## src/rtl/floor_display_scan.sv

```systemverilog
// Four-digit multiplexed 7-segment driver for the elevator car: direction glyph,
// blinking door indicator and two-digit floor, scanned from a synchronised led_clk.
module floor_display_scan #(
  parameter logic [7:0] BLINK_FRAMES = 8'd64
) (
  input  logic       clk,
  input  logic       reset,
  input  logic       led_clk,
  input  logic [3:0] floor,
  input  logic [1:0] dir,
  input  logic       door_open,
  output logic [3:0] an,
  output logic [6:0] seg,
  output logic       dp
);

  localparam logic [7:0] BLINK_LAST = BLINK_FRAMES - 8'd1;
  localparam logic [6:0] BLANK      = 7'h7F;

  typedef enum logic [1:0] {
    DIR_IDLE = 2'b00,
    DIR_UP   = 2'b01,
    DIR_DOWN = 2'b10,
    DIR_BAD  = 2'b11
  } dir_t;

  logic       s1, s2, s3;
  logic       scan_tick;
  logic       pending;
  logic [1:0] idx;
  logic [7:0] blink_cnt;
  logic       blink_phase;
  logic [3:0] snap_floor;
  dir_t       snap_dir;
  logic       snap_door;
  logic [3:0] units;
  logic [3:0] digit_an;
  logic [6:0] digit_seg;

  function automatic logic [6:0] dec_glyph(input logic [3:0] d);
    case (d)
      4'd0:    dec_glyph = 7'h40;
      4'd1:    dec_glyph = 7'h79;
      4'd2:    dec_glyph = 7'h24;
      4'd3:    dec_glyph = 7'h30;
      4'd4:    dec_glyph = 7'h19;
      4'd5:    dec_glyph = 7'h12;
      4'd6:    dec_glyph = 7'h02;
      4'd7:    dec_glyph = 7'h78;
      4'd8:    dec_glyph = 7'h00;
      4'd9:    dec_glyph = 7'h10;
      default: dec_glyph = BLANK;
    endcase
  endfunction

  assign scan_tick = s2 & ~s3;
  assign dp        = 1'b1;

  always_ff @(posedge clk or posedge reset) begin
    if (reset) begin
      s1      <= 1'b0;
      s2      <= 1'b0;
      s3      <= 1'b0;
      pending <= 1'b0;
    end else begin
      s1      <= led_clk;
      s2      <= s1;
      s3      <= s2;
      pending <= scan_tick;
    end
  end

  // Index, snapshots and blink all move together at the tick so one frame
  // always renders a single consistent set of inputs.
  always_ff @(posedge clk or posedge reset) begin
    if (reset) begin
      idx         <= '0;
      blink_cnt   <= '0;
      blink_phase <= 1'b0;
      snap_floor  <= '0;
      snap_dir    <= DIR_IDLE;
      snap_door   <= 1'b0;
    end else if (scan_tick) begin
      idx <= idx + 2'd1;
      if (idx == 2'd3) begin
        snap_floor <= floor;
        snap_dir   <= dir_t'(dir);
        snap_door  <= door_open;
        if (blink_cnt == BLINK_LAST) begin
          blink_cnt   <= '0;
          blink_phase <= ~blink_phase;
        end else begin
          blink_cnt <= blink_cnt + 8'd1;
        end
      end
    end
  end

  always_comb begin
    units     = (snap_floor >= 4'd10) ? snap_floor - 4'd10 : snap_floor;
    digit_an  = ~(4'b0001 << idx);
    digit_seg = BLANK;
    case (idx)
      2'd0: digit_seg = dec_glyph(units);
      2'd1: digit_seg = (snap_floor >= 4'd10) ? dec_glyph(4'd1) : BLANK;
      2'd2: digit_seg = (snap_door && blink_phase) ? 7'h21 : BLANK;
      2'd3: begin
        case (snap_dir)
          DIR_UP:   digit_seg = 7'h7E;
          DIR_DOWN: digit_seg = 7'h77;
          DIR_IDLE: digit_seg = 7'h3F;
          DIR_BAD:  digit_seg = BLANK;
          default:  digit_seg = BLANK;
        endcase
      end
      default: digit_seg = BLANK;
    endcase
  end

  // Blank for the tick cycle, then show the already-advanced index next cycle.
  always_ff @(posedge clk or posedge reset) begin
    if (reset) begin
      an  <= '1;
      seg <= '1;
    end else if (scan_tick) begin
      an  <= '1;
      seg <= '1;
    end else if (pending) begin
      an  <= digit_an;
      seg <= digit_seg;
    end
  end

endmodule

```

## config.mk

```make
export PLATFORM = sky130hd
export DESIGN_NAME = floor_display_scan
export DESIGN_NICKNAME = d
export VERILOG_FILES = /design/src/rtl/floor_display_scan.sv
export SDC_FILE = /design/constraint.sdc
export NUM_CORES = 1
export LEC_CHECK = 0
export ABC_AREA = 1
export BUFFER_PORTS_ARGS = -buffer_cell sky130_fd_sc_hd__buf_4
export CORE_UTILIZATION = 30
export CTS_BUF_LIST = sky130_fd_sc_hd__clkbuf_8
export CTS_CLUSTER_DIAMETER = 50
export CTS_CLUSTER_SIZE = 24
export DETAILED_ROUTE_END_ITERATION = 10
export GPL_TIMING_DRIVEN = 0
export PLACE_DENSITY_LB_ADDON = 0.25
export SYNTH_ARGS = -nofsm -noshare
export SYNTH_HDL_FRONTEND = slang
export SYNTH_SLANG_ARGS = --single-unit
```

## constraint.sdc

```tcl
create_clock -name clk -period 2 [get_ports clk]
set_clock_uncertainty 0.15 [all_clocks]
set_input_delay 0.6 -clock clk [delete_from_list [all_inputs] [get_ports clk]]
set_output_delay 0.6 -clock clk [all_outputs]
set_load 0.01 [all_outputs]
```

Yosys cells after proc, flatten, opt, wreduce, memory -nomap -nowiden

Memory sizes are Yosys's and may differ from the RTL's.
Index checks and enable logic that the tools add are counted.

Register bits after elaboration: 33
Word-level logic and storage cells: 45
ROM bits: 112
Output and inout port bits: 12
Memories: 1
Bits of input ports: 10

Memory list:

| name            | depth | bits a word | rd ports | clocked after Yosys merged registers in | wr ports | line | text |
|---|---|---|---|---|---|---|---|
| (no name shown) | 16    | 7           | 1        | 0                                       | 0        | 41   | `case (d)` |

Mux-type cells: 10
Reduce and logical (&&, ||, !) cells: 6
Eq/ne operators: 7
Shift-type cells: 1
$lt $le $gt $ge: 1
Add/sub/neg operators: 3
Bitwise logic cells: 4

Operator list:

| cell                                                | number |
|---|---|
| one-hot mux 7 bit (4 select lines)                  | 2 |
| 2-to-1 mux 7 bit                                    | 3 |
| 2-to-1 mux 4 bit                                    | 3 |
| adder 8 x 1 -> 8 bit, second input constant         | 1 |
| equality test 2 bit, second input constant          | 4 |
| equality test 8 x 6 -> 1 bit, second input constant | 1 |
| 2-to-1 mux 8 bit                                    | 1 |
| equality test 2 x 1 -> 1 bit, second input constant | 2 |
| >= comparator 4 bit, second input constant          | 1 |
| logical NOT 2 bit                                   | 2 |
| NOT 4 bit                                           | 1 |
| left shift 1 x 2 -> 4 bit, first input constant     | 1 |
| subtractor 4 bit, second input constant             | 1 |
| 2-to-1 mux 3 bit                                    | 1 |
| AND reduction 3 bit                                 | 1 |
| adder 2 x 1 -> 2 bit, second input constant         | 1 |
| NOT 1 bit                                           | 2 |
| AND reduction 2 bit                                 | 1 |
| nonzero test 2 bit                                  | 1 |
| bitwise AND 1 bit                                   | 1 |
| logical AND 1 bit                                   | 1 |

Logic depth before layout (Yosys ltp)

Gate-level depths: netlist of run 1.
An unclocked memory read counts as a cell.

Depth in word-level cells: 6
Mapped depth: 11
Gate-level depth less buffers: 11

Worst setup path after synthesis of run 1

OpenSTA, ideal clock, no wires.

Path kind: reg2reg
From: register snap_floor[3]
To: register seg[3]
Data required time: 1782 ps
Arrival time: 1346 ps
Setup time: 68 ps
Cell stages (with the launch flop): 12
Path buffers: 0
Period minus slack after synthesis: 1564 ps
Setup slack: 436 ps
Cells stage by stage: dfrtp_1 > inv_1 > o21ai_2 > nand2_2 > inv_1 > ha_1 > nand2_1 > nand2_1 > nand2_1 > nand2_1 > nand2_1 > a21oi_2

Word-level cells in the longest chain between the ends: 6
Elaborated cells on any way between the ends: 7
Those cells by class: add/sub (1); order compare (1); mux (4); memory (1)

Ends and longest elaborated chain:

| what                                                           | line | text |
|---|---|---|
| start: declaration                                             | 33   | `logic [3:0] snap_floor;` |
| start signal: assignment                                       | 86   | `snap_floor <= floor;` |
| subtractor 4 bit / >= comparator 4 bit (equally long branches) | 100  | `units = (snap_floor >= 4'd10) ? snap_floor - 4'd10 : snap_floor;` |
| 2-to-1 mux 4 bit *                                             | 100  |  |
| memory (16 x 7 bit) *                                          | n/a  |  |
| one-hot mux 7 bit (4 select lines) *                           | 103  | `case (idx)` |
| 2-to-1 mux 7 bit *                                             | 128  | `end else if (pending) begin` |
| 2-to-1 mux 7 bit *                                             | 125  | `end else if (scan_tick) begin` |
| end signal: assignment                                         | 130  | `seg <= digit_seg;` |
| end: declaration                                               | 13   | `output logic [6:0] seg,` |

Every way passes the cells marked *; elsewhere a longest branch is shown, timed or not. The select of a mux whose other input is x is not followed.
A chain may end at the register's enable or synchronous reset.

Final worst setup path of run 1

From: register idx[0]
To: register seg[2]

Word-level cells in the longest chain between the ends: 4
Elaborated cells on any way between the ends: 7
Those cells by class: eq/ne (3); mux (3); reduce/logical (1)

Ends and longest elaborated chain:

| what                                              | line | text |
|---|---|---|
| start: declaration                                | 30   | `logic [1:0] idx;` |
| start signal: assignment                          | 84   | `idx <= idx + 2'd1;` |
| equality test 2 bit, or another cell as far along | 103  |  |
| one-hot mux 7 bit (4 select lines) *              | 103  |  |
| 2-to-1 mux 7 bit *                                | 128  |  |
| 2-to-1 mux 7 bit *                                | 125  |  |

Marks and branches as above.

==> results of run 1 <==
==> Yosys cell counts <==
master / n / area share
nand2_1: 48 / 0.10
dfrtp_1: 22 / 0.32
inv_1: 19 / 0.041
nor2_1: 18 / 0.039
o21ai_0: 12 / 0.034
dfstp_2: 11 / 0.17
ha_1: 10 / 0.072
a21oi_1: 8 / 0.023
a21oi_2: 5 / 0.025
a31oi_1: 5 / 0.018
nand2_4: 5 / 0.032
inv_2: 4 / 0.0086
nand3_1: 4 / 0.011
nor3_1: 4 / 0.011
o21ai_1: 3 / 0.0086
xor2_1: 3 / 0.015
buf_2: 2 / 0.0057
nand2_2: 2 / 0.0072
o21ai_2: 2 / 0.010
xnor2_1: 2 / 0.010
buf_4: 1 / 0.0043
clkinv_1: 1 / 0.0022
clkinv_2: 1 / 0.0029
conb_1: 1 / 0.0022
inv_4: 1 / 0.0036
nand3b_1: 1 / 0.0043
nor2_4: 1 / 0.0065
nor4_1: 1 / 0.0036
o21bai_1: 1 / 0.0043
o31ai_1: 1 / 0.0043
or2_1: 1 / 0.0036
==> placed cells by master, fill, tap and decap left out, drive strengths merged <==
cell,n
a21oi,13
nand2,55
o31ai,1
ha,10
xor2,3
nor3,4
dfrtp,22
xnor2,2
nand3b,1
nor4,1
nand3,4
a31oi,5
clkinv,3
o21ai,17
inv,24
conb,1
buf,24
or2,1
o21bai,1
nor2,19
clkbuf,6
bufinv,1
dfstp,11
==> metrics by stage <==
step | setup WS [ps] | cells | utilization | instance area [sq um]
floorplan | 436.0 | 200 | - | 1742
global placement | 45.24 | 292 | 0.3577 | 1982
detailed placement | 27.55 | 292 | 0.3577 | 1982
CTS | 165.5 | 300 | 0.3787 | 2098
global route | 35.41 | 301 | 0.3814 | 2113
finish | 207.2 | 301 | 0.3814 | 2113
==> logic make-up after synthesis <==
group                      synth area share
buffers and inverters               0.06824
xor gates and xnor gates            0.02515
other                              0.002153
AOI/OAI and AO/OA                    0.1279
DFF                                  0.4820
and+or+nand+nor                      0.2227
adders and majority gates           0.07184
==> routing by layer <==
| layer | global-route usage | vias to the layer above | share of wire |
|---|---|---|---|
| li1 | - | 690 | - |
| met1 | 0.1480 | 568 | 0.50 |
| met2 | 0.2018 | 17 | 0.45 |
| met3 | 0.03605 | 4 | 0.034 |
| met4 | 0.05000 | 0 | 0.015 |
| met5 | 0 | - | 0 |
==> worst max-delay path: stages (launching register included) <==
cell and delay, ps:
dfrtp_1 400, inv_1 140, ha_1 300, nand2_1 80
nor2_1 210, inv_2 70, o21ai_1 120, or2_1 170
a21oi_1 70
==> registers in the layout (all words and copies together) (netlist names), 2 cells and up <==
name,cells
an,4
blink_cnt,8
idx,2
seg,7
snap_dir,2
snap_floor,4
==> cell type report <==
class | count | area share
well taps | 72 | 0.04263
clock inverters | 2 | 0.01599
clock buffers | 6 | 0.03908
flip-flops and latches | 33 | 0.3973
multi-input cells | 138 | 0.3706
repair buffers | 21 | 0.07815
plain buffers | 3 | 0.008289
inverters | 26 | 0.04796
==> power by group <==
group | switching (W) | leakage [nW] | internal (W)
clock | 0.000234 | 0.0626 | 0.000401
combinational | 0.000815 | 0.563 | 0.000537
sequential | 0.000121 | 0.395 | 0.000927
total | 0.00117 | 1.02 | 0.00187
==> worst min-delay path by stage <==
stage / endpoint / slack [ps] / from / depth (start not counted)
after floorplan: s2 / 180 / s1 / 0
after global placement: s2 / 190 / s1 / 0
after detailed placement: s2 / 190 / s1 / 0
after CTS: s2 / 210 / s1 / 0
after global routing: idx[1] / 230 / reset / 2
final: idx[1] / 200 / reset / 2
==> impl_metrics.toml, run 1 <==
[status]
status = "finished clean"

[sta]
hold_ws_ps = 198.5
worstMarginPinSlew_ps = 706.5
fmax_ghz = 0.5578
drv_slew = 0
hold_viol = 0
slew_headroom = 0.5261
post-route-period-util = 0.8964
rsz0062_at_grt = "false"
setup_viol = 0
min_period_ps = 1793
fin_tns_setup_ps = 0

[critical_path]
r2r_cells = 8
criticalPathCategory = "reg -> reg"
r2r-end = "seg[2]"
required_ps = 2050
rrSetupSlack_ps = 210
cp-start-kind = "flop"
cp-startpoint = "idx[0]"
worstPathMaxFanout = 7
crit_arrival_ps = 1850
endpoint = "seg[2]"
end_kind = "flop"
rr_startpoint = "idx[0]"

[drt]
drc = 0
vias_per_cell = 4.249
postRouteWirelength_mm = 3.175
drt-initial-drc-count = 44
dr.pass1.iters = 4
wl_per_cell_um = 10.55
postRouteAntennaNets = 0
route.vias.total = 1279

[die]
start_util = 0.3144
die_area_sq_um = 6114
ioPinCount = 22
core_sq_um = 5540
placementRows = 27
die_w_um = 78.20
die_h_um = 78.20

[clock_network]
cts_root_buf = "clkbuf_8"
cts_buffers = 5
cts_tree = "built"
h-tree-depth = 2
cts_max_path_buffers = 2
clk_pin_slew_ps = 70
worstSkewPairLatency_ps = 280
cts.sinks = 33
hold_buffers = 0
cts_resized = 0
cts_setup_buffers = 0

[finish]
ff_latch_area_sq_um = 839.6
area_growth_pct = 21.34
drive_gt1_frac = 0.2751
multi_input_area_sq_um = 783.3
final_nets = 248
n_antenna_cell = 0
fillCellCount = 598

[yosys]
synth_area_per_cell_sq_um = 8.708
synth.net_count = 220
synthCells = 200
ys_warn_count = 0
syn_area_sq_um = 1742
ys_seq_area_frac = 0.4820
ys_ff_latch = 33
yosys.cell_types.count = 31

[placed_design]
place.gp.congestion = 0.8143
io_buffers = 20
dp_hpwl_mm = 2.357

[power]
ir_drop_uv = 444.2
p_leak_nw = 1.021
p_per_area_nw_per_um2 = 1436
total_power_w = 0.003035

[global_route]
grt_first_pass_wirelength_mm = 5.789
grt_max_degree = 34
grt-ovfl-total = 0
track_usage = 0.1221
antenna_found_initial = 0
grt_pass1_vias = 1310

[flow_run]
maxCapViolCount = 0

[worst_hold_path]
hold_path_class = "in -> async"
Power figures use the tool's default switching activity.
==> run 2, diff against run 1 <==
--- a/config.mk
+++ b/config.mk
@@ -7,3 +7,3 @@
 export LEC_CHECK = 0
-export ABC_AREA = 1
+export ABC_AREA = 0
 export BUFFER_PORTS_ARGS = -buffer_cell sky130_fd_sc_hd__buf_4
--- a/constraint.sdc
+++ b/constraint.sdc
@@ -4,2 +4,2 @@
 set_output_delay 0.6 -clock clk [all_outputs]
-set_load 0.01 [all_outputs]
+set_load 0.005 [all_outputs]
==> run 2 against run 1 <==
  * Combinational power rose by 30%
  * Final area is 9.6% higher
  * First-iteration DRC count up 59%
  * Critical path depth unchanged
  * Sequential share of layout area is 3.4 points lower
  * Register-to-register slack lost 170 ps
  * Global-route usage grew 1.2 points
  * Critical path type unchanged
  * Largest cell class is now multi-input combinational cells
  * Highest routed layer unchanged
==> impl_metrics.toml, run 2 <==
[status]
status = "finished clean"

[clock_network]
hold_buffers = 0
cts_tree = "built"
cts_buffers = 5
worstSkewPairLatency_ps = 280
cts_root_buf = "clkbuf_8"
cts.sinks = 33
clk_pin_slew_ps = 70
h-tree-depth = 2
cts_max_path_buffers = 2

[drt]
drt-initial-drc-count = 70
postRouteWirelength_mm = 3.841
postRouteAntennaNets = 0
route.vias.total = 1463
wl_per_cell_um = 12.68
dr.pass1.iters = 4
vias_per_cell = 4.828
drc = 0

[global_route]
antenna_found_initial = 0
grt_max_degree = 34
track_usage = 0.1339
grt-ovfl-total = 0
grt_first_pass_wirelength_mm = 6.568
grt_pass1_vias = 1361

[die]
start_util = 0.3102
die_area_sq_um = 6439
die_w_um = 80.25
placementRows = 28
die_h_um = 80.25
core_sq_um = 5921
ioPinCount = 22

[finish]
final_common_cell = "nand2_1"
multi_input_area_sq_um = 933.4
largest_reg_flops = 8
n_antenna_cell = 0
final_nets = 247
drive_gt1_frac = 0.3202
area_growth_pct = 26.09
ff_latch_area_sq_um = 842.1
finalNonFillerCells = 303
fin_util = 0.3912
top_register = "blink_cnt"
fillCellCount = 603
layout_common_cells = "34 x nand2_1, 33 x buf_4, 20 x dfrtp_1"
reg.largest.list = "blink_cnt: 8 flops, seg: 7 flops"

[yosys]
synth.net_count = 210
ys_warn_count = 0
ys_ff_latch = 33
syn_area_sq_um = 1837
yosysTopAreaCell = "dfrtp_1"
synthFlopType = "dfrtp_1"
netlist.area_leader.share = 0.2997
ys_top_cells_by_count = "34 x nand2_1, 22 x dfrtp_1, 12 x o21ai_0, 11 x dfstp_2"
synthCells = 190
synth_edf_count = 0
async_reset_ff_frac = 1.000
yosysMostFrequentCell = "nand2_1"
yosys.cell_types.count = 47
synth.area.top_cells = "dfrtp_1 30%, dfstp_2 16%, nand2_1 6.9%"
synth_area_per_cell_sq_um = 9.667
ys_seq_area_frac = 0.4571

[critical_path]
worstPathMaxFanout = 5
cpPeakStageDelay_ps = 410
cp-start-kind = "flop"
cp_slowest_cell = "dfrtp_2"
end_kind = "flop"
r2r_cells = 8
crit_arrival_ps = 2030
criticalPathCategory = "reg -> reg"
required_ps = 2060
crit_path_cell_trace = "buf_6 -> mux2i_2 -> inv_2 -> ha_4 -> mux2_4 -> o211ai_1 -> o2111a_1 -> o31ai_2"
rrSetupSlack_ps = 30

[flow_run]
maxCapViolCount = 0

[power]
p_per_area_nw_per_um2 = 1444
ir_drop_uv = 455.2
p_leak_nw = 1.008

[placed_design]
dpl.cell_count = 285
place.gp.congestion = 0.8250
dp_hpwl_mm = 2.724
io_buffers = 20

[sta]
min_period_ps = 1967
fin_tns_setup_ps = 0
rsz0062_at_grt = "true"
post-route-period-util = 0.9835
hold_viol = 0
drv_slew = 0
fmax_ghz = 0.5084
setup_viol = 0

[worst_hold_path]
hold_path_class = "in -> async"
## run 2: area by class of cell
cell class              instances  area share
plain buffers                  11     0.03404
clock inverters                 3    0.007563
flip-flops and latches         33      0.3636
well taps                      75     0.04052
clock buffers                   5     0.02971
multi-input cells             136      0.4030
inverters                       9     0.01567
repair buffers                 31      0.1059
## run 2: worst paths after layout
| path | start | endpoint |
|---|---|---|
| min in group clk | s1 | s2 |
| worst max-delay path | snap_floor[3] | seg[6] |
| worst min register to register | s1 | s2 |
| worst min-delay path | reset | s2 |
| worst max register to register | snap_floor[3] | seg[6] |
| max in group asynchronous | reset | seg[3] |
## run 2: worst max-delay path: cells and delay by family, from the launching register on
family	cells	cell delay (ps)
flops	1	410
buf+inv	2	210
mux	2	470
fa+ha+maj	1	170
compound gates	3	480
## run 2: per-stage QoR
| stage | instance area [sq um] | total power, W | worst slack [ps] | hold slack (ps) |
|---|---|---|---|---|
| after CTS | 2218 | 0.003153 | 11.08 | 202.7 |
| final | 2316 | 0.003345 | 32.92 | 79.35 |
| after global placement | 2081 | 0.002529 | -276.7 | 184.9 |
| after floorplan | 1837 | 0.002119 | 20.30 | 181.2 |
| after detailed placement | 2081 | 0.002529 | -252.3 | 187.0 |
| after global routing | 2316 | 0.003636 | -34.55 | 91.48 |
## run 2: routing by layer
metal  vias to the layer above  GRT usage  part of all wire  wire, um
met1                       687     0.1751              0.47      1799
met5                         -          0                 0         0
li1                        738          -                 -         -
met3                         8    0.03864             0.044       169
met2                        30     0.2094              0.47      1819
met4                         0    0.04821             0.014        52
## run 2: cells by family (layout without fill, tap and decap cells)
| family | count (synthesis) | after routing | share of synthesized area |
|---|---|---|---|
| AO/OA/AOI/OAI | 44 | 44 | 0.1649 |
| XOR/XNOR | 8 | 8 | 0.03815 |
| adder cells (fa/ha/maj) | 10 | 10 | 0.06812 |
| buffers and inverters | 21 | 59 | 0.05654 |
| flip-flops | 33 | 33 | 0.4571 |
| multiplexers | 2 | 2 | 0.01158 |
| other | 1 | 1 | 0.002042 |
| AND/OR/NAND/NOR | 71 | 71 | 0.2016 |
## run 2: report_power, final
part	total (W)	switching, W	leakage, nW	internal (W)
Sequential	0.00110	0.000170	0.392	0.000931
Clock	0.000489	0.000249	0.0439	0.000240
Combinational	0.00175	0.000866	0.572	0.000889
Total	0.00334	0.00128	1.01	0.00206
## run 2: repair_timing
item / CTS / global route
hold endpoints to repair: 0 / 0
pin swaps: 2 / 3
endpoints found under the setup margin: 5 / 5
buffers inserted: 5 / 5
gates resized for setup: 7 / 10
==> run 3, diff against run 2 <==
==> constraint.sdc (replaced) <==
create_clock -name clk -period 2 [get_ports clk]
set_clock_uncertainty 0.15 [all_clocks]
set_input_delay 0.4 -clock clk [delete_from_list [all_inputs] [get_ports clk]]
set_output_delay 0.4 -clock clk [all_outputs]
set_load 0.005 [all_outputs]
==> run 3 against run 2 <==
  * Core utilization grew 0.17 points
  * Power is essentially flat
  * Via count grew 0.34%
  * Critical path type unchanged
  * Clock power is essentially flat
  * Highest routed layer unchanged
  * Critical endpoint unchanged
  * Non-clock buffer count grew 1
==> impl_metrics.toml, run 3 (synthesis gave the netlist of run 2 again) <==
[critical_path]
criticalPathCategory = "reg -> reg"
end_kind = "flop"
worstPathMaxFanout = 5
required_ps = 2060
cp-start-kind = "flop"
cp_slowest_cell = "dfrtp_2"
r2r_cells = 8
path_delay_family = "compound AO/OA/AOI/OAI gates"
cpPeakStageDelay_ps = 410
crit_arrival_ps = 2030
rrSetupSlack_ps = 30
r2r-end = "seg[6]"
critPathBufInv = 2
rr_startpoint = "snap_floor[3]"
crit_path_cell_trace = "buf_6 -> mux2i_2 -> inv_2 -> ha_4 -> mux2_4 -> o211ai_1 -> o2111a_1 -> o31ai_2"

[drt]
route.vias.total = 1468
drt-initial-drc-count = 79
dr.pass1.iters = 4
postRouteAntennaNets = 0
wl_per_cell_um = 12.68
drc = 0
postRouteWirelength_mm = 3.854
vias_per_cell = 4.829

[die]
die_area_sq_um = 6439
die_h_um = 80.25
placementRows = 28
core_sq_um = 5921
ioPinCount = 22
die_w_um = 80.25
start_util = 0.3102

[global_route]
grt-ovfl-total = 0
grt_max_degree = 34
antenna_found_initial = 0
grt_pass1_vias = 1361
grt_first_pass_wirelength_mm = 6.568
track_usage = 0.1339

[power]
p_clk_frac = 0.146
switchingPower_w = 0.001285
ir_drop_uv = 455.2
p_per_area_nw_per_um2 = 1439
pwr-share-seq = 0.329
p_sw_frac = 0.3840
p_leak_nw = 1.012
p_comb_frac = 0.525
intPower_w = 0.002062

[clock_network]
cts.sinks = 33
h-tree-depth = 2
cts_tree = "built"
cts_buffers = 5
clk_pin_slew_ps = 70
cts_root_buf = "clkbuf_8"
worstSkewPairLatency_ps = 290
cts_max_path_buffers = 2

[status]
status = "finished clean"

[finish]
largest_reg_flops = 8
layout_common_cells = "34 x nand2_1, 33 x buf_4, 20 x dfrtp_1"
n_antenna_cell = 0
area_growth_pct = 26.63
reg.largest.list = "blink_cnt: 8 flops, seg: 7 flops"
final_nets = 248
drive_gt1_frac = 0.3188
final_common_cell = "nand2_1"
fin_area_sq_um = 2326
top_register = "blink_cnt"

[sta]
post-route-period-util = 0.9837
fmax_ghz = 0.5083
hold_viol = 0
min_period_ps = 1967
setup_viol = 0
drv_slew = 0
rsz0062_at_grt = "true"
fin_tns_setup_ps = 0

[placed_design]
io_buffers = 20
place.gp.congestion = 0.8250
dp_hpwl_mm = 2.724
placed_cell_area_sq_um = 2081

[flow_run]
maxCapViolCount = 0

[worst_hold_path]
min_from = "led_clk"
hold_depth = 1
hold_path_class = "in -> reg"
hold_end = "s1"
[run 3: cell count changes in the layout (fill, tap and decap cells not counted), sizes merged]
cell         previous run  this run
dlygate4sd3             0         1
[run 3: worst max-delay path by stage]
| stage | start | to | slack (ps) | depth (start not counted) |
|---|---|---|---|---|
| after global placement | snap_floor[3] | seg[6] | -280 | 8 |
| after CTS | snap_floor[1] | seg[6] | 10 | 8 |
| after detailed placement | snap_floor[3] | seg[6] | -250 | 8 |
| final | snap_floor[3] | seg[6] | 30 | 8 |
| after floorplan | snap_floor[2] | seg[3] | 20 | 8 |
| after global routing | snap_floor[2] | seg[6] | -30 | 9 |
[run 3: repair_timing]
item / in CTS / in global routing
buffers inserted: 5 / 5
setup endpoints to repair: 5 / 5
resized for setup: 7 / 10
hold endpoints to repair: 0 / 7
pin swaps: 2 / 3
hold buffers: 0 / 1
[run 3: metrics by stage]
stage               cells  hold slack (ps)  setup slack (ps)  power (W)    util
CTS                   297            61.12             11.08   0.003153  0.3747
detailed placement    285            187.0            -252.3   0.002529  0.3514
global route          304            58.87            -34.55   0.003637  0.3929
floorplan             190            181.2             20.30   0.002119       -
global placement      285            184.9            -276.7   0.002529  0.3514
finish                304            70.78             32.67   0.003347  0.3929
[run 3: power groups by stage]
stage,logic [W],clock network (W),registers (W)
4_1_cts,0.00156,0.000505,0.00109
5_1_grt,0.00198,0.000528,0.00113
2_1_floorplan,0.00104,0,0.00108
3_5_place_dp,0.00141,0,0.00112
6_report,0.00176,0.000489,0.00110
3_3_place_gp,0.00141,0,0.00112
[run 3: layout make-up]
type                            instances  area, sq um
Fill cell                             604         3595
Multi-Input combinational cell        136        933.4
Sequential cell                        33        842.1
Timing Repair Buffer                   32        255.2
Tap cell                               75        93.84
Buffer                                 11        78.83
Clock buffer                            5        68.82
Inverter                                9        36.28
Clock inverter                          3        17.52
[run 3: metal layers]
metal / share of wire / wire, um / track usage
met5: 0 / 0 / 0
met4: 0.013 / 52 / 0.04821
met3: 0.044 / 169 / 0.03864
met2: 0.47 / 1829 / 0.2094
met1: 0.47 / 1802 / 0.1751
